File: config.mk
export PLATFORM = sky130hd
export DESIGN_NAME = hazard_ctrl_a
export DESIGN_NICKNAME = d
export VERILOG_FILES = /design/src/rtl/riscv_pipe_pkg.sv /design/src/rtl/hazard_tag_pipe.sv /design/src/rtl/hazard_ctrl_a.sv
export SDC_FILE = /design/constraint.sdc
export NUM_CORES = 1
export LEC_CHECK = 0
export ABC_AREA = 1
export CORE_AREA = 10 10 96 64
export CTS_CLUSTER_DIAMETER = 40
export DETAILED_ROUTE_END_ITERATION = 12
export DIE_AREA = 0 0 106 74
export PLACE_DENSITY = 0.89
export SYNTH_ARGS = -nofsm -noshare
export SYNTH_HDL_FRONTEND = slang
export SYNTH_SLANG_ARGS = --single-unit
export TNS_END_PERCENT = 20
File: constraint.sdc
create_clock -name clk -period 3.9 [get_ports clk]
set_input_delay 0.78 -clock clk [delete_from_list [all_inputs] [get_ports clk]]
set_output_delay 0.78 -clock clk [all_outputs]
set_load 0.005 [all_outputs]
File: src/rtl/riscv_pipe_pkg.sv
// Shared pipeline types for the hazard/forward controllers.
//   fwd_sel_t : EX forward-mux select (RF / W-stage result / M-stage ALU result)
//   hz_tag_t  : per-stage destination tag {rd, we, ld}
//   REG_X0    : hard-wired zero register index, never forwarded or hazarded on
package riscv_pipe_pkg;

    localparam int HZ_REG_AW = 5;

    typedef enum logic [1:0] {
        FWD_RF = 2'b00,
        FWD_W  = 2'b01,
        FWD_M  = 2'b10
    } fwd_sel_t;

    typedef struct packed {
        logic [HZ_REG_AW-1:0] rd;
        logic                 we;
        logic                 ld;
    } hz_tag_t;

    localparam logic [HZ_REG_AW-1:0] REG_X0 = '0;

    // M has priority over W: it holds the younger write to the same register.
    function automatic fwd_sel_t fwd_pick(input logic [HZ_REG_AW-1:0] src,
                                          input hz_tag_t m, input hz_tag_t w);
        if (m.we && m.rd != REG_X0 && m.rd == src)      return FWD_M;
        else if (w.we && w.rd != REG_X0 && w.rd == src) return FWD_W;
        else                                            return FWD_RF;
    endfunction

endpackage

File: src/rtl/hazard_tag_pipe.sv
// E/M/W destination-tag pipeline for one issue lane.
//   clk, reset_n      : clock, async active-low reset
//   i flush_e         : load a bubble into E instead of the ID instruction
//   i rs1_d/rs2_d     : ID source indices, kept only in E
//   i tag_d           : ID destination tag
//   o rs1_e/rs2_e     : E source indices
//   o tag_e/m/w       : per-stage destination tags
// M and W always advance; a stall of ID holds nothing here because the
// stalled cycle always coincides with a bubble in E.
module hazard_tag_pipe
    import riscv_pipe_pkg::*;
#(
    parameter int REG_AW = HZ_REG_AW
) (
    input  logic              clk,
    input  logic              reset_n,
    input  logic              flush_e,
    input  logic [REG_AW-1:0] rs1_d,
    input  logic [REG_AW-1:0] rs2_d,
    input  hz_tag_t           tag_d,
    output logic [REG_AW-1:0] rs1_e,
    output logic [REG_AW-1:0] rs2_e,
    output hz_tag_t           tag_e,
    output hz_tag_t           tag_m,
    output hz_tag_t           tag_w
);

    logic [REG_AW-1:0] r_rs1_e, r_rs2_e;
    hz_tag_t           r_tag_e, r_tag_m, r_tag_w;

    always_ff @(posedge clk or negedge reset_n) begin
        if (!reset_n) begin
            r_rs1_e <= '0;
            r_rs2_e <= '0;
            r_tag_e <= '0;
            r_tag_m <= '0;
            r_tag_w <= '0;
        end else begin
            if (flush_e) begin
                r_rs1_e <= '0;
                r_rs2_e <= '0;
                r_tag_e <= '0;
            end else begin
                r_rs1_e <= rs1_d;
                r_rs2_e <= rs2_d;
                r_tag_e <= tag_d;
            end
            r_tag_m <= r_tag_e;
            r_tag_w <= r_tag_m;
        end
    end

    assign rs1_e = r_rs1_e;
    assign rs2_e = r_rs2_e;
    assign tag_e = r_tag_e;
    assign tag_m = r_tag_m;
    assign tag_w = r_tag_w;

endmodule

File: src/rtl/hazard_ctrl_a.sv
// Lane-A hazard / forwarding controller.
//   clk, reset_n                 : clock, async active-low reset
//   Rs1A_D, Rs2A_D, RdA_D        : lane-A ID register indices
//   RegWriteA_D, LoadA_D         : ID instr writes RF / is a load
//   PCSrcA_E                     : taken branch/jump resolved in EX
//   ForwardA1_E, ForwardA2_E     : EX forward selects (00 RF, 01 W, 10 M)
//   StallA_F, StallA_D           : hold PC / IF-ID on load-use
//   FlushA_D, FlushA_E           : clear IF-ID / bubble ID-EX
//   StallCnt, FlushCnt           : perf counters
// Build option: define HAZ_PERF_CNT_EN to implement the perf counters;
// otherwise they read constant zero.
module hazard_ctrl_a
    import riscv_pipe_pkg::*;
#(
    parameter int REG_AW = HZ_REG_AW,
    parameter int CNT_W  = 32
) (
    input  logic              clk,
    input  logic              reset_n,
    input  logic [REG_AW-1:0] Rs1A_D,
    input  logic [REG_AW-1:0] Rs2A_D,
    input  logic [REG_AW-1:0] RdA_D,
    input  logic              RegWriteA_D,
    input  logic              LoadA_D,
    input  logic              PCSrcA_E,
    output logic [1:0]        ForwardA1_E,
    output logic [1:0]        ForwardA2_E,
    output logic              StallA_F,
    output logic              StallA_D,
    output logic              FlushA_D,
    output logic              FlushA_E,
    output logic [CNT_W-1:0]  StallCnt,
    output logic [CNT_W-1:0]  FlushCnt
);

    logic [REG_AW-1:0] w_rs1_e, w_rs2_e;
    hz_tag_t           w_tag_d, w_tag_e, w_tag_m, w_tag_w;
    logic              w_lu;
    fwd_sel_t          w_fwd1, w_fwd2;

    assign w_tag_d = '{rd: RdA_D, we: RegWriteA_D, ld: LoadA_D};

    hazard_tag_pipe #(.REG_AW(REG_AW)) u_tags (
        .clk     (clk),
        .reset_n (reset_n),
        .flush_e (FlushA_E),
        .rs1_d   (Rs1A_D),
        .rs2_d   (Rs2A_D),
        .tag_d   (w_tag_d),
        .rs1_e   (w_rs1_e),
        .rs2_e   (w_rs2_e),
        .tag_e   (w_tag_e),
        .tag_m   (w_tag_m),
        .tag_w   (w_tag_w)
    );

    assign w_fwd1      = fwd_pick(w_rs1_e, w_tag_m, w_tag_w);
    assign w_fwd2      = fwd_pick(w_rs2_e, w_tag_m, w_tag_w);
    assign ForwardA1_E = w_fwd1;
    assign ForwardA2_E = w_fwd2;

    // Load result only exists at W, so a consumer directly behind it must wait one cycle.
    assign w_lu = w_tag_e.ld && w_tag_e.we && (w_tag_e.rd != REG_X0) &&
                  ((w_tag_e.rd == Rs1A_D) || (w_tag_e.rd == Rs2A_D));

    // A taken branch squashes the dependent instr, so stalling for it would be pointless.
    assign StallA_F = w_lu && !PCSrcA_E;
    assign StallA_D = w_lu && !PCSrcA_E;
    assign FlushA_D = PCSrcA_E;
    assign FlushA_E = w_lu || PCSrcA_E;

`ifdef HAZ_PERF_CNT_EN
    logic [CNT_W-1:0] r_stall_cnt, r_flush_cnt;

    always_ff @(posedge clk or negedge reset_n) begin
        if (!reset_n) begin
            r_stall_cnt <= '0;
            r_flush_cnt <= '0;
        end else begin
            if (StallA_D) r_stall_cnt <= r_stall_cnt + 1'b1;
            if (PCSrcA_E) r_flush_cnt <= r_flush_cnt + 1'b1;
        end
    end

    assign StallCnt = r_stall_cnt;
    assign FlushCnt = r_flush_cnt;
`else
    assign StallCnt = '0;
    assign FlushCnt = '0;
`endif

endmodule
==> flow_metrics.tcl, run 1 <==
set metrics [dict create \
    portBuffers 27 \
    power_frac_comb_pct 15.0 \
    grt_usage_pct 9.262 \
    core_sq_mm 0.004422 \
    synth_ff_type "dfrtp_1" \
    worst_slack_ps 635.0 \
    holdWs_ps 387.6 \
    cts_tree "built" \
    chipHeight_um 74 \
    finalCriticalPeriod_ps 3265 \
    grt_pass1_wl_um 5727 \
    row_count 19 \
    period_share_pct 83.72 \
    hold_viol_final 0 \
    setup.worst_path.start_class "input port" \
    postPlaceCellArea_sq_mm 0.001917 \
    cts_setup_buffers 0 \
    synth_top_area_cell "dfrtp_1" \
    fmax_mhz 306.3 \
    met1_usage_pct 9.285 \
    wire_per_inst_um 11.75 \
    internal_power_uw 485.3 \
    power_switching_uw 181.9 \
    grt_overflow 0 \
    yosysMostFrequentCell "buf_4" \
    clk_pin_slew_ps 60 \
    vias 1127 \
    power.density_mw_per_mm2 333.7 \
    synth_warnings 0 \
    cts-root-buf "clkbuf_8" \
    grt_max_degree 30 \
    antenna_found_initial 0 \
    routed_via_density 3.612 \
    cp_data_arrival_time_ps 2490 \
    status "complete, no violations" \
    globalRouteMet3Util_pct 5.436 \
    holdBufCountCts 0 \
    power.leakage_nw 1.097 \
    drt-initial-drc-count 23 \
    gp_congestion 0.8458 \
    clk_latency_ps 280 \
    clock-sinks 29 \
    syn_avg_cell_area_sq_um 8.436 \
    syn_to_final_growth_pct 9.228 \
    ioPinCount 92 \
    diodes 0 \
    seqPwrFrac_pct 50.1 \
    p_sw_share_pct 27.27 \
    grt_pass1_vias 1178 \
    synth_area_sq_mm 0.001831 \
    synth_edf_count 0 \
    totalWireLength_um 3667 \
    start_util_pct 41.40 \
    clk_path_buf_depth 2 \
    fin_setup_tns_ps 0 \
    p_clk_share_pct 35.0 \
    end_kind "output pin" \
    finalPower_uw 667.3 \
    ys_types 15 \
    place_hpwl_um 3137 \
    dp_slack_ps 633.5 \
    maxCapViolations 0 \
    cts_buffers 5 \
    drive_gt1_share_pct 4.016 \
    critical_path_class "input port to output pin" \
    die_w_um 106 \
    async_flop_share_pct 100.0 \
    cp.required_ps 3120 \
    finalMaxSlewViolations 0 \
    fin_skew_ps 4.151 \
    post-route-drc-count 0 \
    rsz0062_at_grt "no" \
    netlist_instances 217 \
    cts_resized 0 \
    finalSetupViolCount 0 \
    detail-route-antenna-nets 0 \
    h-tree-depth 2 \
    ys_seq_elements 29 \
    first_pass_iters 4 \
    final_area_sq_mm 0.001999 \
    netlist_top_cells_count "66 x buf_4, 30 x nor2_1, 29 x dfrtp_1" \
    top_usage_layer "met2" \
    path_max_fanout 18 \
    nets 268 \
    use_met2_pct 15.64 \
    synth_area_leaders "dfrtp_1 40%, buf_4 27%, xnor2_1 6.7%, nor2_1 6.2%, inv_1 5.3%" \
    hold_path.class "flip-flop to flip-flop" \
    max-vdd-ir-drop_v 0.0001698 \
    synth_top_area_share_pct 39.64 \
    ys_seq_area_share_pct 39.64 \
    dieArea_sq_mm 0.007844 \
]
-- metal layers --
metal	vias to the layer above	wire length [um]
met5	-	0
met4	0	53
met3	6	289
met2	32	1895
met1	511	1428
li1	578	-
-- power groups by stage --
stage                     logic [mW]  registers (mW)  clock network, mW
after CTS                     0.0975           0.334              0.243
after detailed placement      0.0972           0.340                  0
final                         0.0998           0.334              0.233
after floorplan                0.107           0.335                  0
after global routing           0.114           0.337              0.257
after global placement        0.0941           0.339                  0
-- final cells by class --
type / instances / area (sq um)
Tap cell: 63 / 78.83
Timing Repair Buffer: 28 / 277.8
Sequential cell: 29 / 725.7
Clock inverter: 2 / 10.01
Fill cell: 458 / 2422
Clock buffer: 6 / 72.57
Multi-Input combinational cell: 158 / 737.0
Inverter: 26 / 97.59
-- sequential cells by signal (all words and copies together), names as in the netlist --
| register | flops |
|---|---|
| u_tags.rs1_e | 5 |
| u_tags.tag_w | 6 |
| u_tags.tag_m | 6 |
| u_tags.rs2_e | 5 |
| u_tags.tag_e | 7 |
-- worst max-delay path, cell delays in order --
cell and delay (ps):
clkdlybuf4s50_1 500, inv_1 60, nand2_1 50, nand2_1 40, nor2_1 100, nand3_1 80, nand2_1 80, nand2_2 70
nand2_4 170, clkdlybuf4s50_1 550
-- worst paths after layout --
path | depth (start not counted) | slack, ps | startpoint | end
setup / recovery | 10 | 630 | Rs2A_D[2] | FlushA_E
min in group asynchronous | 2 | 870 | reset_n | u_tags.tag_e[3]$_DFF_PN0_
hold / removal | 0 | 390 | u_tags.tag_e[1]$_DFF_PN0_ | u_tags.tag_m[1]$_DFF_PN0_
max in group asynchronous | 2 | 2760 | reset_n | u_tags.tag_e[6]$_DFF_PN0_
setup reg to reg | 9 | 2590 | u_tags.tag_e[6]$_DFF_PN0_ | u_tags.rs2_e[1]$_DFF_PN0_
hold reg to reg | 0 | 390 | u_tags.tag_e[1]$_DFF_PN0_ | u_tags.tag_m[1]$_DFF_PN0_
-- stage by stage --
| step | instances | util, % |
|---|---|---|
| after floorplan | 280 | - |
| after global placement | 304 | 43.35 |
| after detailed placement | 304 | 43.35 |
| after CTS | 312 | 45.22 |
| after global routing | 312 | 45.22 |
| final | 312 | 45.22 |
-- cell families (layout without fill, tap and decap cells) --
group	Yosys count	in the layout	share of synthesized area [%]
flip-flops	29	29	39.64
XOR/XNOR	22	22	10.53
other	1	64	0.2049
buffers and inverters	93	62	33.01
AO/OA/AOI/OAI	2	2	0.5468
AND/OR/NAND/NOR	70	70	16.06
-- layout by cell type (no fill, tap or decap), drive strengths merged, types with 4 or more instances in the layout --
cell           synthesis  final
xor2                   8      8
dfrtp                 29     29
nand2                 27     27
nand3                  4      4
clkdlybuf4s50          0     27
clkbuf                 0      6
nand4                  4      4
xnor2                 14     14
conb                   1     64
nor2                  30     30
inv                   26     26
nor3                   5      5
Note: power is estimated with default switching activity, not from simulation.
==> inputs of run 2 (changes only) <==
--- a/config.mk
+++ b/config.mk
@@ -6,11 +6,11 @@
 export NUM_CORES = 1
 export LEC_CHECK = 0
 export ABC_AREA = 1
-export CORE_AREA = 10 10 96 64
+export CORE_AREA = 10 10 99 66
 export CTS_CLUSTER_DIAMETER = 40
 export DETAILED_ROUTE_END_ITERATION = 12
-export DIE_AREA = 0 0 106 74
-export PLACE_DENSITY = 0.89
+export DIE_AREA = 0 0 109 76
+export PLACE_DENSITY = 0.84
 export SYNTH_ARGS = -nofsm -noshare
 export SYNTH_HDL_FRONTEND = slang
 export SYNTH_SLANG_ARGS = --single-unit
==> constraint.sdc (replaced) <==
create_clock -name clk -period 3.1 [get_ports clk]
set_input_delay 0.62 -clock clk [delete_from_list [all_inputs] [get_ports clk]]
set_output_delay 0.62 -clock clk [all_outputs]
set_load 0.005 [all_outputs]
==> flow_metrics.tcl, run 2 (synthesis results as in run 1) <==
set metrics [dict create \
    core_sq_mm 0.004830 \
    dp_slack_ps 194.4 \
    dieArea_sq_mm 0.008284 \
    die_w_um 109 \
    grt_pass1_wl_um 5940 \
    ioPinCount 92 \
    path_max_fanout 2 \
    cts_setup_buffers 0 \
    final_area_sq_mm 0.002044 \
    reg2reg_to "u_tags.rs2_e[1]$_DFF_PN0_" \
    internal_power_uw 718.1 \
    power.leakage_nw 1.115 \
    fillers 499 \
    clk_latency_ps 280 \
    cp.required_ps 2480 \
    detail-route-antenna-nets 0 \
    grt_usage_pct 9.052 \
    hold_path.class "flip-flop to flip-flop" \
    chipHeight_um 76 \
    cts_resized 0 \
    reg2reg_from "u_tags.tag_e[3]$_DFF_PN0_" \
    h-tree-depth 2 \
    clk_pin_slew_ps 60 \
    setup.worst_path.start_class "input port" \
    min_path_cells 0 \
    drt-initial-drc-count 68 \
    totalWireLength_um 3720 \
    drive_gt1_share_pct 4.400 \
    multi_input_area_sq_um 737.0 \
    hold_viol_final 0 \
    hp-start "u_tags.tag_e[1]$_DFF_PN0_" \
    p_clk_share_pct 42.0 \
    final_common_cell "conb_1" \
    cp_data_arrival_time_ps 2270 \
    holdBufCountCts 0 \
    row_count 20 \
    finalCriticalPeriod_ps 2890 \
    finalMaxSlewViolations 0 \
    period_share_pct 93.23 \
    routed_via_density 3.601 \
    status "complete, no violations" \
    clock-sinks 29 \
    register_area_sq_um 725.7 \
    clk_path_buf_depth 2 \
    nets 269 \
    largest_reg_flops 7 \
    first_pass_iters 4 \
    postPlaceCellArea_sq_mm 0.001928 \
    end_kind "output pin" \
    p_sw_share_pct 23.95 \
    start_util_pct 37.90 \
    ff2ff_setup_slack_ps 1670 \
    holdPathEnd "u_tags.tag_m[1]$_DFF_PN0_" \
    worst_slack_ps 209.9 \
    rsz0062_at_grt "no" \
    holdWs_ps 385.0 \
    antenna_found_initial 0 \
    wire_per_inst_um 11.77 \
    fin_skew_ps 5.523 \
    grt_overflow 0 \
    power_frac_comb_pct 13.5 \
    finalSetupViolCount 0 \
    r2r_cells 10 \
    syn_to_final_growth_pct 11.69 \
    cts_tree "built" \
    post-route-drc-count 0 \
    cts_buffers 5 \
    grt_max_degree 30 \
    diodes 0 \
    power_switching_uw 226.1 \
    gp_congestion 0.7606 \
    power.density_mw_per_mm2 461.8 \
    fin_setup_tns_ps 0 \
    portBuffers 27 \
    max-vdd-ir-drop_v 0.0002264 \
    maxCapViolations 0 \
    vias 1138 \
    cts-root-buf "clkbuf_8" \
    final_cell_mix "64 x conb_1, 30 x nor2_1, 29 x dfrtp_1, 27 x clkdlybuf4s50_1, 26 x inv_1" \
    critical_path_class "input port to output pin" \
    seqPwrFrac_pct 44.5 \
    place_hpwl_um 3206 \
    grt_pass1_vias 1259 \
    fmax_mhz 346.0 \
]
run 2: how the worst max path moves through the flow:
| stage | start | endpoint | slack (ps) |
|---|---|---|---|
| final | Rs2A_D[1] | StallA_F | 210 |
| after global routing | Rs1A_D[2] | StallA_D | 60 |
| after CTS | Rs2A_D[1] | StallA_F | 190 |
| after detailed placement | Rs2A_D[1] | StallA_F | 190 |
| after global placement | Rs2A_D[0] | StallA_D | 210 |
| after floorplan | Rs2A_D[4] | StallA_F | 1180 |
run 2: power by group through the flow:
stage / Clock (mW) / Combinational (mW) / Sequential [mW]
floorplan: 0 / 0.134 / 0.421
global placement: 0 / 0.120 / 0.426
detailed placement: 0 / 0.124 / 0.428
CTS: 0.406 / 0.125 / 0.421
global route: 0.430 / 0.146 / 0.423
finish: 0.397 / 0.127 / 0.420
run 2: layout make-up:
class	instances	share of cell area, %
multi-input cells	158	36.05
flip-flops and latches	29	35.50
repair buffers	29	13.95
inverters	26	4.774
clock buffers	7	4.223
well taps	66	4.039
clock inverters	1	1.469
run 2: metal layers:
metal | up-vias | GRT usage (%) | part of all wire [%]
met1 | 521 | 8.687 | 36
met3 | 4 | 4.307 | 7.0
met5 | - | 0 | 0
li1 | 580 | - | -
met4 | 0 | 1.969 | 0.73
met2 | 33 | 16.91 | 56
run 2: stage by stage:
step / std cells / total power [mW] / utilization, %
2_1_floorplan: 280 / 0.5553 / -
3_3_place_gp: 308 / 0.5457 / 39.92
3_5_place_dp: 308 / 0.5518 / 39.92
4_1_cts: 316 / 0.9511 / 42.33
5_1_grt: 316 / 0.9991 / 42.33
6_report: 316 / 0.9442 / 42.33
run 2: critical path, stage by stage:
cell	delay [ps]
clkdlybuf4s50_1	490
inv_1	60
nand2_1	60
nand2_1	50
nor2_1	120
nand3_1	80
nand2_1	80
nand2_2	70
nor2_1	110
clkdlybuf4s50_1	530
